==> src/rtl/hamming_rx_serializer.sv <==
// hamming_rx_serializer
// Receive-side output stage: buffers one Hamming(12,8) codeword, corrects a
// single-bit error when the word is loaded, and shifts the recovered byte
// out MSB first on q. done marks the cycle that carries bit 0.
//
// Optional feature macro: HAMMING_ERR_CNT_EN adds the saturating error
// counters corr_cnt / uncorr_cnt.
//
// state   | meaning
// --------+------------------------------------------------------------
// S_IDLE  | shifter empty, q=0; loads as soon as the buffer is full and en=1
// S_SHIFT | byte in flight, q=shreg[MSB]; done on the cnt==last cycle

module hamming_rx_serializer #(
  parameter int DATA_W = 8,
  parameter int CODE_W = 12
) (
  input  logic              clk,
  input  logic              rst,
  input  logic              en,
  input  logic [CODE_W-1:0] code_in,
  input  logic              code_valid,
  output logic              code_ready,
  output logic              q,
  output logic              done,
  output logic              busy,
  output logic              corrected,
  output logic              uncorrectable
`ifdef HAMMING_ERR_CNT_EN
  ,
  output logic [15:0]       corr_cnt,
  output logic [15:0]       uncorr_cnt
`endif
);

  localparam int CNT_W = $clog2(DATA_W);
  localparam logic [CNT_W-1:0] CNT_LAST = CNT_W'(DATA_W - 1);

  typedef enum logic {
    S_IDLE  = 1'b0,
    S_SHIFT = 1'b1
  } state_t;

  state_t            state;
  logic [DATA_W-1:0] shreg;
  logic [CNT_W-1:0]  cnt;

  logic              buf_full;
  logic [CODE_W-1:0] buf_code;
  logic [3:0]        buf_syn;

  logic              accept;
  logic              load;
  logic [CODE_W-1:0] fixed_code;
  logic [DATA_W-1:0] load_data;
  logic              syn_corr;
  logic              syn_unc;

  // Syndrome bit k covers every position (1-based) whose index has bit k set.
  function automatic logic [3:0] syndrome(input logic [CODE_W-1:0] c);
    logic [3:0] s;
    s[0] = c[0] ^ c[2] ^ c[4] ^ c[6] ^ c[8]  ^ c[10];
    s[1] = c[1] ^ c[2] ^ c[5] ^ c[6] ^ c[9]  ^ c[10];
    s[2] = c[3] ^ c[4] ^ c[5] ^ c[6] ^ c[11];
    s[3] = c[7] ^ c[8] ^ c[9] ^ c[10] ^ c[11];
    return s;
  endfunction

  assign code_ready = !buf_full;
  assign accept     = code_valid && code_ready;

  // A load happens from IDLE, or back-to-back on the final bit of a byte.
  assign load = en && buf_full && ((state == S_IDLE) || (cnt == CNT_LAST));

  assign syn_corr = (buf_syn != 4'd0) && (buf_syn <= 4'd12);
  assign syn_unc  = (buf_syn >= 4'd13);

  // Flip the addressed position for correctable syndromes, then extract data.
  always_comb begin
    fixed_code = buf_code;
    if (syn_corr) begin
      fixed_code[buf_syn - 4'd1] = ~buf_code[buf_syn - 4'd1];
    end
    load_data = {fixed_code[11], fixed_code[10], fixed_code[9], fixed_code[8],
                 fixed_code[6],  fixed_code[5],  fixed_code[4], fixed_code[2]};
  end

  // One-word input buffer; the syndrome is computed once, at accept time.
  always_ff @(posedge clk or negedge rst) begin
    if (!rst) begin
      buf_full <= 1'b0;
      buf_code <= '0;
      buf_syn  <= '0;
    end else if (accept) begin
      buf_full <= 1'b1;
      buf_code <= code_in;
      buf_syn  <= syndrome(code_in);
    end else if (load) begin
      buf_full <= 1'b0;
    end
  end

  // Shifter FSM with registered error-flag pulses (valid alongside d7).
  always_ff @(posedge clk or negedge rst) begin
    if (!rst) begin
      state         <= S_IDLE;
      shreg         <= '0;
      cnt           <= '0;
      corrected     <= 1'b0;
      uncorrectable <= 1'b0;
    end else begin
      corrected     <= 1'b0;
      uncorrectable <= 1'b0;
      if (load) begin
        state         <= S_SHIFT;
        shreg         <= load_data;
        cnt           <= '0;
        corrected     <= syn_corr;
        uncorrectable <= syn_unc;
      end else if ((state == S_SHIFT) && en) begin
        shreg <= {shreg[DATA_W-2:0], 1'b0};
        cnt   <= cnt + CNT_W'(1);
        if (cnt == CNT_LAST) begin
          state <= S_IDLE;
        end
      end
    end
  end

  assign busy = (state == S_SHIFT);
  assign q    = busy && shreg[DATA_W-1];
  assign done = busy && (cnt == CNT_LAST);

`ifdef HAMMING_ERR_CNT_EN
  // Saturating error counters, bumped on the load edge that raises each flag.
  always_ff @(posedge clk or negedge rst) begin
    if (!rst) begin
      corr_cnt   <= '0;
      uncorr_cnt <= '0;
    end else if (load) begin
      if (syn_corr && (corr_cnt != 16'hFFFF)) begin
        corr_cnt <= corr_cnt + 16'd1;
      end
      if (syn_unc && (uncorr_cnt != 16'hFFFF)) begin
        uncorr_cnt <= uncorr_cnt + 16'd1;
      end
    end
  end
`endif

endmodule

==> config.mk <==
export PLATFORM = sky130hd
export DESIGN_NAME = hamming_rx_serializer
export DESIGN_NICKNAME = d
export VERILOG_FILES = /design/src/rtl/hamming_rx_serializer.sv
export SDC_FILE = /design/constraint.sdc
export NUM_CORES = 1
export LEC_CHECK = 0
export CAP_MARGIN = 20
export CORE_UTILIZATION = 59
export CTS_CLUSTER_SIZE = 16
export DETAILED_ROUTE_END_ITERATION = 8
export HOLD_SLACK_MARGIN = 0.15
export PLACE_DENSITY = 0.81
export REMOVE_ABC_BUFFERS = 1
export SLEW_MARGIN = 30
export SYNTH_ARGS = -nofsm -noshare
export SYNTH_HDL_FRONTEND = slang
export SYNTH_SLANG_ARGS = --single-unit
==> constraint.sdc <==
create_clock -name clk -period 6.7 [get_ports clk]
set_clock_uncertainty 0.1 [all_clocks]
set_input_delay 0.67 -clock clk [delete_from_list [all_inputs] [get_ports clk]]
set_output_delay 0.67 -clock clk [all_outputs]
set_load 0.005 [all_outputs]
Word-level counts from Yosys, hierarchy flattened
Cells that the tools add are included.
W data, S select, Z words.
- equal/unequal tests: 1
- add/sub/neg operators: 2
- reductions and logical operators: 15
- mux-type cells: 17
- magnitude comparators: 4
- bitwise logic cells: 20
- operators by type and width (kind ; number):
    $xor A1 B1 Y1 ; 18
    $mux W8 ; 2
    $bwmux W12 ; 1
    $mux W12 ; 1
    $mux W1 ; 9
    $logic_and A1 B1 Y1 ; 8
    $mux W3 ; 2
    $reduce_bool A2 Y1 ; 3
    $lt A4 B5 Y1 const B ; 1
    $bmux W1 S4 ; 1
    $demux W1 S4 ; 1
    $ge A4 B1 Y1 const B ; 1
    $ge A4 B4 Y1 const B ; 1
    $le A4 B4 Y1 const B ; 1
    $reduce_bool A4 Y1 ; 1
    $sub A4 B1 Y4 const B ; 1
    $add A3 B1 Y3 const B ; 1
    $eq A3 B3 Y1 const B ; 1
    $not A1 Y1 ; 2
    $reduce_and A2 Y1 ; 1
    $logic_not A1 Y1 ; 1
    $logic_or A1 B1 Y1 ; 1
- register bits: 31
- logic and storage cells: 67
- output and inout port bits: 6
- input bits: 16

Longest topological paths before layout
- word-level depth: 8
- gate-level depth with buffers: 9
- depth with buffers taken out: 7

Worst setup path after synthesis
No wires, ideal clock.
- path type: flip-flop to flip-flop
- start: register buf_syn[0]
- end: register shreg[4]
- setup time: 104 ps
- cell stages (with the launch flop): 9
- setup slack: 4522 ps
- period minus slack after synthesis: 2178 ps
- buffers on the path: 2
- data required time: 6496 ps
- arrival: 1974 ps
- cells stage by stage: dfrtp_1 > buf_6 > inv_1 > ha_1 > buf_2 > mux4_2 > o211ai_1 > o211ai_1 > o311ai_1
- word-level cells in the longest chain between the ends: 8
- elaborated cells on any way between the ends: 15
- those cells by class: add/sub: 1; order compare: 3; mux: 7; bitwise: 1; reduce/logical: 3
- ends and longest elaborated chain (item ; line ; source):
    from (decl) ; 50 ; logic [3:0] buf_syn;
    from (signal assigned) ; 97 ; buf_syn <= syndrome(code_in);
    $sub A4 B1 Y4 ; 82 ; fixed_code[buf_syn - 4'd1] = ~buf_code[buf_syn - 4'd1];
    $lt A4 B5 Y1 (implied by the code) / $ge A4 B1 Y1 (equally long branches) ; 82 ;
    $logic_and A1 B1 Y1 (implied by the code) ; 82 ;
    $mux W1 (implied by the code) ; 82 ;
    $demux W1 S4 ; 82 ;
    $bwmux W12 ; 82 ;
    $mux W12 (*) ; 81 ; if (syn_corr) begin
    $mux W8 (*) ; 114 ; if (load) begin
    to (signal assigned) ; 116 ; shreg <= load_data;
    to (signal assigned) ; 121 ; shreg <= {shreg[DATA_W-2:0], 1'b0};
    to (decl) ; 45 ; logic [DATA_W-1:0] shreg;
Every way passes the cells marked *; elsewhere a longest branch is shown, timed or not. The select of a mux whose other input is x is not followed.
A chain may end at the register's enable or synchronous reset.

Worst setup path in the final report
- start: register buf_syn[0]
- end: register shreg[6]
Same word-level chain as after synthesis.

==> reports/metrics.cfg <==
[power_and_ir_drop]
netSwitchingFraction=0.398
irDropWorstVdd_mv=0.257
power.share.combinational=0.453
internal_power_mw=0.499
total_switching_power_mw=0.330
power.leakage_nw=0.927
power.share.sequential=0.423
cellPowerDensity_mw_per_mm2=391
power_frac_clock=0.124

[synth]
seq_area_frac_synth=0.420
synth.area.top_cells=dfrtp_1 42%, mux2_2 9.1%, xnor2_1 6.6%
yosys_most_used_dff=dfrtp_1
synth-warning-count=0
ys_types=37
ys_ff_latch=31
synth_enable_flop_cells=0
synthesis.instances=164
asyncSetResetFlopFracSynth=1.00
post-synth-top-area-cell=dfrtp_1
synth.cell_area_mm2=0.00185
synth_top_area_share=0.420
post_synth.cell_area_avg_um2=11.3

[status]
status=finished, violations left
violations=DRC

[timing]
timing.final.max_slew_violations=0
setup_tns_ns=0
hold_violations=0
final_min_period_over_clock_period=0.382
maxSlewHeadroom=0.529
finalWorstPathRequiredPeriod_ns=2.56
final-setup-viol-count=0
holdWs_ns=0.426
grt_setup_unrepaired=no
clock.fmax_mhz=391
postLayoutSetupSlackWorst_ns=4.14
max_slew.worst_pin.slew_ns=0.707

[drt]
first_pass_iteration_count_of_the_detailed_router=6
final_antenna_violating_net_count=0
vias_per_cell=6.19
dr.first_iter.drc_count=51
drt_drc_violations_left=1
routed_wirelength_um=3670
routed-via-count=1349
avgRoutedWirePerCell_um=16.8

[global_routing]
globalRouteOverflowTotal=0
wire_length_of_the_first_global_routing_pass_um=6320
first_global_vias=1312
initial_antenna_violation_count=0
grt_util_all_layers=0.253
grt_max_degree=32

[place]
worst_slack_at_placement_ns=3.84
place.detailed.hpwl_um=2760
final_gp_congestion=0.896
numPortBuffers=21
dpl-instance-area_mm2=0.00207

[setup_path]
crit_buf_inv=1
critical-path-max-stage-delay_ns=0.55
critical_path.top_delay_family=compound AO/OA/AOI/OAI gates
worstPathCellList=inv_1, ha_1, mux4_2, o211ai_1, o211ai_1, o311ai_1
worst-endpoint-required_ns=6.83
r2r_slack_ns=4.14
critical_path_peak_fanout=11
setup.worst_path.end_class=register
critical-path-slowest-cell=dfrtp_1
crit_path_frequent_cell=o211ai_1
worstSetupPathType=reg2reg
arrival_ns=2.69
worst_setup_path_start_kind=register

[clock_tree]
cts-buffers-inserted=5
htreeDepth=2
post_cts_resized=0
ctsHoldBuffers=0
cts.clk_slew.worst_paths_ns=0.10
tritoncts_clock_tree=done
cts_root_buf=clkbuf_4
cts.sink_count=31
max-clock-path-buffers=2
insertion_delay_ns=0.33
cts_setup_buffers=0

[die]
design.core.area_mm2=0.00285
chipHeight_um=57.9
floorplan.initialDensity=0.647
die_area_mm2=0.00336
core.rowCount=19
io_pins=22
die_w_um=57.9

[job]
drv.max_cap_violation_count=0

[cells_and_area]
n_antenna_cell=0
layout_common_cells=31 x dfrtp_1, 21 x clkdlybuf4s50_1, 15 x mux2_2
fraction_of_final_layout_cells_with_drive_strength_greater_than_1=0.155
area.growth.synth_to_final_pct=14.8
layout.nets=210
layout_commonest_cell=dfrtp_1
layout.cell_area.non_filler_mm2=0.00212

[hold_path]
min-delay-path-class=reg2reg

-- power groups by stage --
stage               sequential (mW)  combinational, mW  clock, mW
CTS                           0.348              0.375      0.105
global placement              0.346              0.353          0
detailed placement            0.351              0.371          0
global route                  0.361              0.416      0.111
finish                        0.351              0.376      0.103
floorplan                     0.322              0.286          0
-- metal layers --
| metal | up-vias | routed length, um | share of wire | track usage |
|---|---|---|---|---|
| li1 | 642 | - | - | - |
| met1 | 663 | 1580 | 0.43 | 0.318 |
| met2 | 35 | 1880 | 0.51 | 0.432 |
| met3 | 9 | 138 | 0.038 | 0.0491 |
| met4 | 0 | 69 | 0.019 | 0.0952 |
| met5 | - | 0 | 0 | 0 |
-- sequential cells by signal, indices dropped and copies added (netlist names) --
signal         count
buf_code          12
buf_full           1
buf_syn            4
busy               1
cnt                3
corrected          1
shreg              8
uncorrectable      1
-- final timing paths --
check / from / to / cells past startpoint
setup / recovery: buf_syn[0] / shreg[6] / 6
hold / removal: cnt[2] / cnt[2] / 1
setup reg to reg: buf_syn[0] / shreg[6] / 6
hold reg to reg: cnt[2] / cnt[2] / 1
max in group asynchronous: rst / uncorrectable / 2
min in group asynchronous: rst / busy / 2
-- logic make-up after synthesis --
family                     synth area share
AOI/OAI and AO/OA                     0.156
adders and majority gates            0.0542
xor gates and xnor gates             0.0901
and+or+nand+nor                      0.0779
DFF                                   0.420
buffers and inverters                0.0501
muxes                                 0.152
-- cell usage after synthesis (2+ instances only) --
library cell and n:
xnor2_1 14, mux2_2 15, o211a_1 2, clkbuf_1 4, ha_1 8, a21oi_1 6, a22oi_1 4, buf_6 2
o211ai_1 6, nand3_1 3, o311ai_1 3, nor3b_1 2, a311o_1 2, dfrtp_1 31, nor3_1 4, nand2_1 7
nor2_1 6, a22o_1 5, buf_2 2, inv_1 11, mux4_1 3, xor2_1 5, and2_1 2, o21ai_0 4
-- stage by stage --
| step | util | total power [mW] | std cells |
|---|---|---|---|
| 5_1_grt | 0.743 | 0.888 | 218 |
| 3_3_place_gp | 0.725 | 0.699 | 210 |
| 6_report | 0.743 | 0.829 | 218 |
| 3_5_place_dp | 0.725 | 0.722 | 210 |
| 4_1_cts | 0.742 | 0.827 | 218 |
| 2_1_floorplan | - | 0.608 | 155 |
-- cell type report --
type	instances	area, um^2
clock buffer	7	45.0
clock inverter	1	5.00
fill	214	732
inverter	11	41.3
multi-input combinational	113	982
sequential	31	776
tap	31	38.8
timing repair buffer	24	233
Note: power is estimated with default switching activity, not from simulation.
